==> config.mk <==
export PLATFORM = sky130hd
export DESIGN_NAME = morse_keyed_decoder
export DESIGN_NICKNAME = d
export VERILOG_FILES = /design/src/rtl/morse_pkg.sv /design/src/rtl/morse_char_fifo.sv /design/src/rtl/morse_keyed_decoder.sv
export SDC_FILE = /design/constraint.sdc
export NUM_CORES = 1
export LEC_CHECK = 0
export ABC_AREA = 1
export CORE_ASPECT_RATIO = 1.4
export CORE_MARGIN = 4
export CORE_UTILIZATION = 40
export DETAILED_ROUTE_END_ITERATION = 6
export SYNTH_ARGS = -nofsm -noshare
export SYNTH_HDL_FRONTEND = slang
export SYNTH_SLANG_ARGS = --single-unit
==> constraint.sdc <==
create_clock -name clk -period 2.3 [get_ports clk]
set_input_delay 0.23 -clock clk [delete_from_list [all_inputs] [get_ports clk]]
set_output_delay 0.23 -clock clk [all_outputs]
set_load 0.05 [all_outputs]
==> src/rtl/morse_pkg.sv <==
// morse_pkg: shared definitions for the keyed Morse decoder.
//   - character code constants (SPACE, UNKNOWN)
//   - keyed-entry FSM state enum
//   - decode(len, bits): maps a symbol buffer to a character code.
//     Symbols are shifted in at the LSB, so the first symbol sits at
//     bit len-1. A dash is 1 and a dot is 0. Letters are coded 0-25,
//     digits are coded 26-35, and any other sequence is coded UNKNOWN.
package morse_pkg;

  localparam logic [5:0] CHAR_SPACE   = 6'd36;
  localparam logic [5:0] CHAR_UNKNOWN = 6'd63;

  typedef enum logic [1:0] {
    IDLE,
    MARK,
    SPACE
  } key_state_t;

  // Only the low five bits of the buffer are meaningful. Longer sequences
  // have no table entry, so they decode as UNKNOWN.
  function automatic logic [5:0] decode(input logic [3:0] len, input logic [7:0] bits);
    logic [5:0] code;
    code = CHAR_UNKNOWN;
    case (len)
      4'd1: code = bits[0] ? 6'd19 : 6'd4;                  // T / E
      4'd2:
        case (bits[1:0])
          2'b00:   code = 6'd8;   // I
          2'b01:   code = 6'd0;   // A
          2'b10:   code = 6'd13;  // N
          default: code = 6'd12;  // M
        endcase
      4'd3:
        case (bits[2:0])
          3'b000:  code = 6'd18;  // S
          3'b001:  code = 6'd20;  // U
          3'b010:  code = 6'd17;  // R
          3'b011:  code = 6'd22;  // W
          3'b100:  code = 6'd3;   // D
          3'b101:  code = 6'd10;  // K
          3'b110:  code = 6'd6;   // G
          default: code = 6'd14;  // O
        endcase
      4'd4:
        case (bits[3:0])
          4'b0000: code = 6'd7;   // H
          4'b0001: code = 6'd21;  // V
          4'b0010: code = 6'd5;   // F
          4'b0100: code = 6'd11;  // L
          4'b0110: code = 6'd15;  // P
          4'b0111: code = 6'd9;   // J
          4'b1000: code = 6'd1;   // B
          4'b1001: code = 6'd23;  // X
          4'b1010: code = 6'd2;   // C
          4'b1011: code = 6'd24;  // Y
          4'b1100: code = 6'd25;  // Z
          4'b1101: code = 6'd16;  // Q
          default: code = CHAR_UNKNOWN;
        endcase
      4'd5:
        case (bits[4:0])
          5'b11111: code = 6'd26; // 0
          5'b01111: code = 6'd27; // 1
          5'b00111: code = 6'd28; // 2
          5'b00011: code = 6'd29; // 3
          5'b00001: code = 6'd30; // 4
          5'b00000: code = 6'd31; // 5
          5'b10000: code = 6'd32; // 6
          5'b11000: code = 6'd33; // 7
          5'b11100: code = 6'd34; // 8
          5'b11110: code = 6'd35; // 9
          default:  code = CHAR_UNKNOWN;
        endcase
      default: code = CHAR_UNKNOWN;
    endcase
    return code;
  endfunction

endpackage

==> src/rtl/morse_char_fifo.sv <==
// morse_char_fifo: small character FIFO with a valid/ready read side.
// Ports:
//   clk, rst_n     clock and asynchronous active-low reset
//   push, wdata    write request and data
//   ready          consumer accepts rdata while valid is high
//   rdata          head entry, forced to 0 while empty
//   valid          FIFO non-empty
//   drop           one-cycle pulse after a push was refused because the FIFO was full
// DEPTH must be a power of two (at least 2) so that the pointers wrap naturally.
module morse_char_fifo
  import morse_pkg::*;
#(
  parameter int DEPTH = 4,
  parameter int WIDTH = 6
) (
  input  logic             clk,
  input  logic             rst_n,
  input  logic             push,
  input  logic [WIDTH-1:0] wdata,
  input  logic             ready,
  output logic [WIDTH-1:0] rdata,
  output logic             valid,
  output logic             drop
);

  localparam int PTR_W = $clog2(DEPTH);

  logic [WIDTH-1:0] mem [DEPTH];
  logic [PTR_W-1:0] rd_ptr;
  logic [PTR_W-1:0] wr_ptr;
  logic [PTR_W:0]   count;
  logic             full;
  logic             pop;
  logic             wr_en;

  assign full  = (count == (PTR_W+1)'(DEPTH));
  assign valid = (count != '0);
  assign pop   = valid && ready;
  // A pop in the same cycle frees the slot, so a push into a full FIFO is
  // still accepted. When the FIFO is full, wr_ptr equals rd_ptr. The entry
  // being overwritten is the one that is being popped.
  assign wr_en = push && (!full || pop);
  assign rdata = valid ? mem[rd_ptr] : '0;

  always_ff @(posedge clk) begin
    if (wr_en) mem[wr_ptr] <= wdata;
  end

  always_ff @(posedge clk or negedge rst_n) begin
    if (!rst_n) begin
      rd_ptr <= '0;
      wr_ptr <= '0;
      count  <= '0;
      drop   <= 1'b0;
    end else begin
      drop <= push && !wr_en;
      if (wr_en) wr_ptr <= wr_ptr + 1'b1;
      if (pop)   rd_ptr <= rd_ptr + 1'b1;
      case ({wr_en, pop})
        2'b10:   count <= count + 1'b1;
        2'b01:   count <= count - 1'b1;
        default: count <= count;
      endcase
    end
  end

endmodule

==> src/rtl/morse_keyed_decoder.sv <==
// morse_keyed_decoder: Morse decoder with two entry modes.
//   Button mode (mode_i = 0): the dot, dash, char_space and word_space buttons
//   act on their rising edges.
//   Keyed mode (mode_i = 1): a straight key is timed in prescaled ticks against
//   a dot unit of UNIT_TICKS. A mark shorter than 2 units is a dot, and a longer
//   mark is a dash. A gap of 3 units ends a character, and a gap of 7 units
//   ends a word.
// Decoded characters are queued in a FIFO and read with a valid/ready handshake.
// Ports:
//   clk, rst_n                    clock and asynchronous active-low reset
//   mode_i, key_i                 entry mode and straight-key level (synchronised)
//   dot_i, dash_i                 button requests (synchronised, edge detected)
//   char_space_i, word_space_i    button requests (synchronised, edge detected)
//   char_o, char_valid_o          FIFO head and non-empty flag
//   char_ready_i                  consumer pops the head when valid
//   drop_o                        pulse when a character is lost to a full FIFO
//   busy_o                        symbol buffer holds a partial character
module morse_keyed_decoder
  import morse_pkg::*;
#(
  parameter int TICK_DIV   = 1000,
  parameter int UNIT_TICKS = 8,
  parameter int MAX_SYMS   = 5,
  parameter int CNT_W      = 8,
  parameter int FIFO_DEPTH = 4
) (
  input  logic       clk,
  input  logic       rst_n,
  input  logic       mode_i,
  input  logic       key_i,
  input  logic       dot_i,
  input  logic       dash_i,
  input  logic       char_space_i,
  input  logic       word_space_i,
  output logic [5:0] char_o,
  output logic       char_valid_o,
  input  logic       char_ready_i,
  output logic       drop_o,
  output logic       busy_o
);

  localparam int PRE_W = (TICK_DIV > 1) ? $clog2(TICK_DIV) : 1;
  localparam int LEN_W = $clog2(MAX_SYMS + 1);
  localparam logic [CNT_W-1:0] DASH_T  = CNT_W'(2 * UNIT_TICKS);
  localparam logic [CNT_W-1:0] CHAR_T  = CNT_W'(3 * UNIT_TICKS);
  localparam logic [CNT_W-1:0] WORD_T  = CNT_W'(7 * UNIT_TICKS);
  localparam logic [CNT_W-1:0] CNT_MAX = '1;

  logic [PRE_W-1:0] pre;
  logic             tick;
  logic [5:0]       raw;
  logic [5:0]       sync1;
  logic [5:0]       sync2;
  logic [5:0]       stage3;
  logic [3:0]       edges;
  logic             mode_prev;
  logic             mode_lvl;
  logic             key_lvl;
  logic             mode_chg;

  key_state_t       state;
  key_state_t       state_next;
  logic [CNT_W-1:0] cnt;
  logic             cnt_clr;
  logic             char_due;
  logic             word_due;

  logic [LEN_W-1:0]    len;
  logic [MAX_SYMS-1:0] bits;
  logic                ovf;
  logic                ws_pend;

  logic       do_append;
  logic       append_dash;
  logic       do_emit;
  logic       push_space;
  logic       set_pend;
  logic       push;
  logic [5:0] emit_code;
  logic [5:0] push_data;

  // Free-running prescaler. Marks and gaps are measured from an arbitrary
  // phase of this counter, which gives the +/-1 tick uncertainty.
  assign tick = (pre == PRE_W'(TICK_DIV - 1));

  always_ff @(posedge clk or negedge rst_n) begin
    if (!rst_n)    pre <= '0;
    else if (tick) pre <= '0;
    else           pre <= pre + 1'b1;
  end

  // Two synchroniser flops and a third register per input. The third stage
  // is the level seen by the FSM. For buttons, a rising edge becomes a
  // registered one-cycle pulse.
  assign raw = {word_space_i, char_space_i, dash_i, dot_i, key_i, mode_i};

  always_ff @(posedge clk or negedge rst_n) begin
    if (!rst_n) begin
      sync1     <= '0;
      sync2     <= '0;
      stage3    <= '0;
      edges     <= '0;
      mode_prev <= 1'b0;
    end else begin
      sync1     <= raw;
      sync2     <= sync1;
      stage3    <= sync2;
      edges     <= sync2[5:2] & ~stage3[5:2];
      mode_prev <= stage3[0];
    end
  end

  assign mode_lvl = stage3[0];
  assign key_lvl  = stage3[1];
  assign mode_chg = stage3[0] ^ mode_prev;

  // Once len reaches 0 in SPACE, the character has already been emitted.
  // A mark always leaves len >= 1, so no separate "emitted" flag is needed.
  assign char_due = (state == SPACE) && (cnt >= CHAR_T) && (len != '0);
  assign word_due = (state == SPACE) && (cnt >= WORD_T) && !char_due && !key_lvl;

  // FSM state register.
  always_ff @(posedge clk or negedge rst_n) begin
    if (!rst_n) state <= IDLE;
    else        state <= state_next;
  end

  // FSM next-state logic. In button mode, and on any mode change, the FSM
  // is held in IDLE.
  always_comb begin
    state_next = state;
    if (mode_chg || !mode_lvl) begin
      state_next = IDLE;
    end else begin
      case (state)
        IDLE:    if (key_lvl) state_next = MARK;
        MARK:    if (!key_lvl) state_next = SPACE;
        SPACE: begin
          if (key_lvl)       state_next = MARK;
          else if (word_due) state_next = IDLE;
        end
        default: state_next = IDLE;
      endcase
    end
  end

  // FSM output logic. This block decides the buffer and FIFO actions for
  // both entry modes. A mode change suppresses every action. The cycle after
  // a word_space that emitted a character is reserved for its SPACE push.
  always_comb begin
    do_append   = 1'b0;
    append_dash = 1'b0;
    do_emit     = 1'b0;
    push_space  = 1'b0;
    set_pend    = 1'b0;
    if (!mode_chg) begin
      if (ws_pend) begin
        push_space = 1'b1;
      end else if (!mode_lvl) begin
        if (edges[3]) begin
          if (len != '0) begin
            do_emit  = 1'b1;
            set_pend = 1'b1;
          end else begin
            push_space = 1'b1;
          end
        end else if (edges[2]) begin
          do_emit = (len != '0);
        end else if (edges[1]) begin
          do_append   = 1'b1;
          append_dash = 1'b1;
        end else if (edges[0]) begin
          do_append = 1'b1;
        end
      end else begin
        case (state)
          MARK: begin
            if (!key_lvl) begin
              do_append   = 1'b1;
              append_dash = (cnt >= DASH_T);
            end
          end
          SPACE: begin
            if (char_due)      do_emit    = 1'b1;
            else if (word_due) push_space = 1'b1;
          end
          default: ;
        endcase
      end
    end
  end

  // The mark/gap counter restarts on every state change. It counts ticks
  // only in MARK and SPACE, and it saturates so that a held key stays a dash.
  assign cnt_clr = (state_next != state) || (state == IDLE);

  always_ff @(posedge clk or negedge rst_n) begin
    if (!rst_n)                          cnt <= '0;
    else if (cnt_clr)                    cnt <= '0;
    else if (tick && (cnt != CNT_MAX))   cnt <= cnt + 1'b1;
  end

  // Symbol buffer. An append to a full buffer is not stored; it only sets
  // ovf, which turns the emitted code into UNKNOWN. A mode change discards
  // the partial character and any pending word SPACE.
  always_ff @(posedge clk or negedge rst_n) begin
    if (!rst_n) begin
      len     <= '0;
      bits    <= '0;
      ovf     <= 1'b0;
      ws_pend <= 1'b0;
    end else begin
      ws_pend <= set_pend;
      if (mode_chg || do_emit) begin
        len  <= '0;
        bits <= '0;
        ovf  <= 1'b0;
      end else if (do_append) begin
        if (len == LEN_W'(MAX_SYMS)) begin
          ovf <= 1'b1;
        end else begin
          bits <= {bits[MAX_SYMS-2:0], append_dash};
          len  <= len + 1'b1;
        end
      end
    end
  end

  assign emit_code = ovf ? CHAR_UNKNOWN : decode(4'(len), 8'(bits));
  assign push      = do_emit || push_space;
  assign push_data = push_space ? CHAR_SPACE : emit_code;
  assign busy_o    = (len != '0);

  morse_char_fifo #(
    .DEPTH (FIFO_DEPTH),
    .WIDTH (6)
  ) u_fifo (
    .clk   (clk),
    .rst_n (rst_n),
    .push  (push),
    .wdata (push_data),
    .ready (char_ready_i),
    .rdata (char_o),
    .valid (char_valid_o),
    .drop  (drop_o)
  );

endmodule

==> results of run 1 <==
power by group:
group | internal, mW | total, mW | switching [mW]
clock | 0.869 | 1.50 | 0.629
combinational | 0.443 | 1.30 | 0.860
sequential | 1.71 | 1.83 | 0.120
total | 3.02 | 4.63 | 1.61
Yosys cell counts:
library cell,number,share of area
a211oi_1,1,0.0018
a21oi_1,29,0.034
a31oi_1,1,0.0015
buf_2,3,0.0035
buf_4,1,0.0018
clkbuf_1,2,0.0018
clkbuf_2,1,0.0012
clkinv_2,1,0.0012
dfrtp_1,61,0.36
edfxtp_1,24,0.17
fa_1,1,0.0047
ha_1,19,0.055
inv_1,71,0.062
inv_2,3,0.0026
inv_6,1,0.0020
nand2_1,89,0.078
nand2_2,4,0.0058
nand2_4,1,0.0026
nand3_1,33,0.039
nand3_2,2,0.0047
nand3_4,2,0.0082
nand3b_1,4,0.0070
nand4_1,7,0.010
nor2_1,60,0.053
nor2_2,3,0.0044
nor3_1,16,0.019
nor3_2,1,0.0023
o2111ai_1,1,0.0020
o211ai_1,3,0.0053
o21a_1,2,0.0035
o21ai_0,25,0.029
o21ai_1,1,0.0012
o31ai_1,1,0.0018
xnor2_1,4,0.0082
xor2_1,9,0.018
cell usage in the layout (no fill, tap or decap), drive strengths merged:
cell	count
nand2	94
inv	81
nor2	63
dfrtp	61
nand3	37
a21oi	29
buf	26
o21ai	26
edfxtp	24
ha	19
nor3	17
clkdlybuf4s50	10
xor2	9
clkbuf	9
nand4	7
xnor2	4
nand3b	4
o211ai	3
o21a	2
a211oi	1
a31oi	1
o2111ai	1
o31ai	1
clkinv	1
fa	1
bufinv	1
routing by layer:
layer | wire length (µm) | up-vias | GRT usage
li1 | - | 1657 | -
met1 | 3384 | 1502 | 0.1759
met2 | 4134 | 80 | 0.2478
met3 | 378 | 22 | 0.03494
met4 | 263 | 0 | 0.07370
met5 | 0 | - | 0
registers in the layout, summed over array words and instances (netlist names):
signal         count
bits               5
cnt                8
edges              4
len                3
mode_prev          1
ovf                1
pre               10
stage3             6
state              2
sync1              6
sync2              6
u_fifo.count       3
u_fifo.drop        1
u_fifo.mem        24
u_fifo.rd_ptr      2
u_fifo.wr_ptr      2
ws_pend            1
how the worst min path moves through the flow:
stage,start,endpoint,slack (ps),depth (start not counted)
after floorplan,rst_n,bits[0],-70,0
after global placement,sync2[1],stage3[1],330,0
after detailed placement,sync2[1],stage3[1],330,0
after CTS,rst_n,pre[2],60,2
after global routing,rst_n,pre[2],100,2
final,rst_n,pre[4],30,2
cell type report:
type | count | area share
timing repair buffer | 36 | 0.05762
clock buffer | 9 | 0.04432
sequential | 85 | 0.4423
tap | 138 | 0.03398
inverter | 76 | 0.05787
clock inverter | 7 | 0.01674
multi-input combinational | 319 | 0.3472
worst max-delay path, cell delays in order (launching register included):
cell and delay (ps):
dfrtp_1 390, inv_2 80, ha_4 130, inv_2 40
nor2_4 100, nor2_1 50, nand2_1 90, nand2_1 70
nand2_2 100, nand3_4 90, nand3_4 90, ha_4 150
inv_4 30, fa_2 340, a21oi_2 140, o21ai_1 80
xor2_1 160
cell families (layout without fill, tap and decap cells):
| logic type | Yosys count | count (layout) | synth area share |
|---|---|---|---|
| AOI/OAI and AO/OA | 64 | 64 | 0.07998 |
| DFF | 85 | 85 | 0.5242 |
| adders and majority gates | 20 | 20 | 0.06013 |
| buffers and inverters | 83 | 128 | 0.07618 |
| xor gates and xnor gates | 13 | 13 | 0.02656 |
| and+or+nand+nor | 222 | 222 | 0.2329 |
metrics by stage:
stage / total power [mW] / hold slack [ps] / setup WS [ps] / util
global route: 4.923 / 102.9 / -101.5 / 0.4883
CTS: 4.670 / 57.47 / 2.387 / 0.4836
finish: 4.626 / 34.45 / 55.97 / 0.4883
floorplan: 2.752 / -65.59 / 5.639 / -
detailed placement: 3.145 / 334.7 / -11.14 / 0.4531
global placement: 3.122 / 333.0 / 6.956 / 0.4531
repair_timing:
action,in CTS,in global routing
hold endpoints to repair,0,0
pin swaps,1,7
gates resized for setup,0,4
setup buffers,1,5
endpoints found under the setup margin,1,2
gates cloned,0,0
==> impl_metrics.toml, run 1 <==
[outcome]
status = "complete, no violations"

[grt]
grt_pass1_vias = 3198
gr-total-overflow = 0
track_usage = 0.1475
grt_max_degree = 62
antenna_found_initial = 0
grt_pass1_wl_um = 14460

[worst_setup_path]
required_ps = 2520
end_kind = "register"
worstSetupStartpointType = "register"
crit_end = "u_fifo.count[2]"
critPathKind = "reg2reg"
cp.arrival_ps = 2470
worstPathMaxFanout = 3
startpoint = "len[1]"
rr_worst_depth = 16
r2r_slack_ps = 60
timing.rr.start = "len[1]"
reg2reg_to = "u_fifo.count[2]"

[detailed_routing]
via_per_inst = 4.867
ant_nets = 0
first_pass_iters = 5
wl_per_cell_um = 12.18
drc = 0
wirelength_um = 8162
drtIter0Drc = 157
vias = 3261

[timing]
hold_viol = 0
relSlewSlack = 0.5048
drv_slew = 0
fmax_mhz = 445.6
fin_crit_ps = 2244
rsz0062_at_grt = "yes"
tns_ps = 0
post-route-period-util = 0.9757
finalSetupViolations = 0
fin_worst_skew_ps = 9.093
tightest_slew_ps = 742.8

[logic_synthesis]
avgSynthCellArea_um2 = 8.802
yosys_warnings = 0
syn-cell-area_mm2 = 0.004287
yosysUniqueCellTypes = 35
seq_area_frac_synth = 0.5242
ys_ff_latch = 85
synth_nets = 516
syn-instance-count = 487

[power_and_ir_drop]
leakage_nw = 2.309
power_density_mw_per_mm2 = 910.5
ir_worst_vdd_uv = 495.9

[hold_path]
min_path_type = "in2async"

[clock_network]
cts_root_buf = "clkbuf_16"
insertion_delay_ps = 340
cts_tree = "yes"
max-clock-path-buffers = 2
cts_max_level = 3
cts_sinks = 85
cts-buffers-inserted = 9
clk_pin_slew_ps = 70
holdBufCountCts = 0

[job]
cap_violations = 0

[cells_and_area]
final_cell_area_mm2 = 0.005081
nets = 556
final_cells = 670
diodes = 0
multiInputGateArea_mm2 = 0.001764
drive_gt1_frac = 0.1297
fillerInstances = 940
regArea_mm2 = 0.002247
area_growth_pct = 18.53

[floorplan]
fp.dieH_um = 130.5
die_area_mm2 = 0.01246
die_width_um = 95.49
boundaryPins = 18
core_mm2 = 0.01041
rows = 44
initial_core_util = 0.4120

[placement]
dp.cells = 648
dpl_cell_area_mm2 = 0.004715
dp_hpwl_um = 5998
gp_congestion = 0.9277
numPortBuffers = 17
Power figures use the tool's default switching activity.
==> run 2: changes to the inputs <==
--- a/config.mk
+++ b/config.mk
@@ -9,6 +9,7 @@
 export CORE_ASPECT_RATIO = 1.4
 export CORE_MARGIN = 4
 export CORE_UTILIZATION = 40
+export CTS_CLUSTER_DIAMETER = 200
 export DETAILED_ROUTE_END_ITERATION = 6
 export SYNTH_ARGS = -nofsm -noshare
 export SYNTH_HDL_FRONTEND = slang
==> results of run 2 <==
Final layout, timing and power as in run 1 (identical DEF).
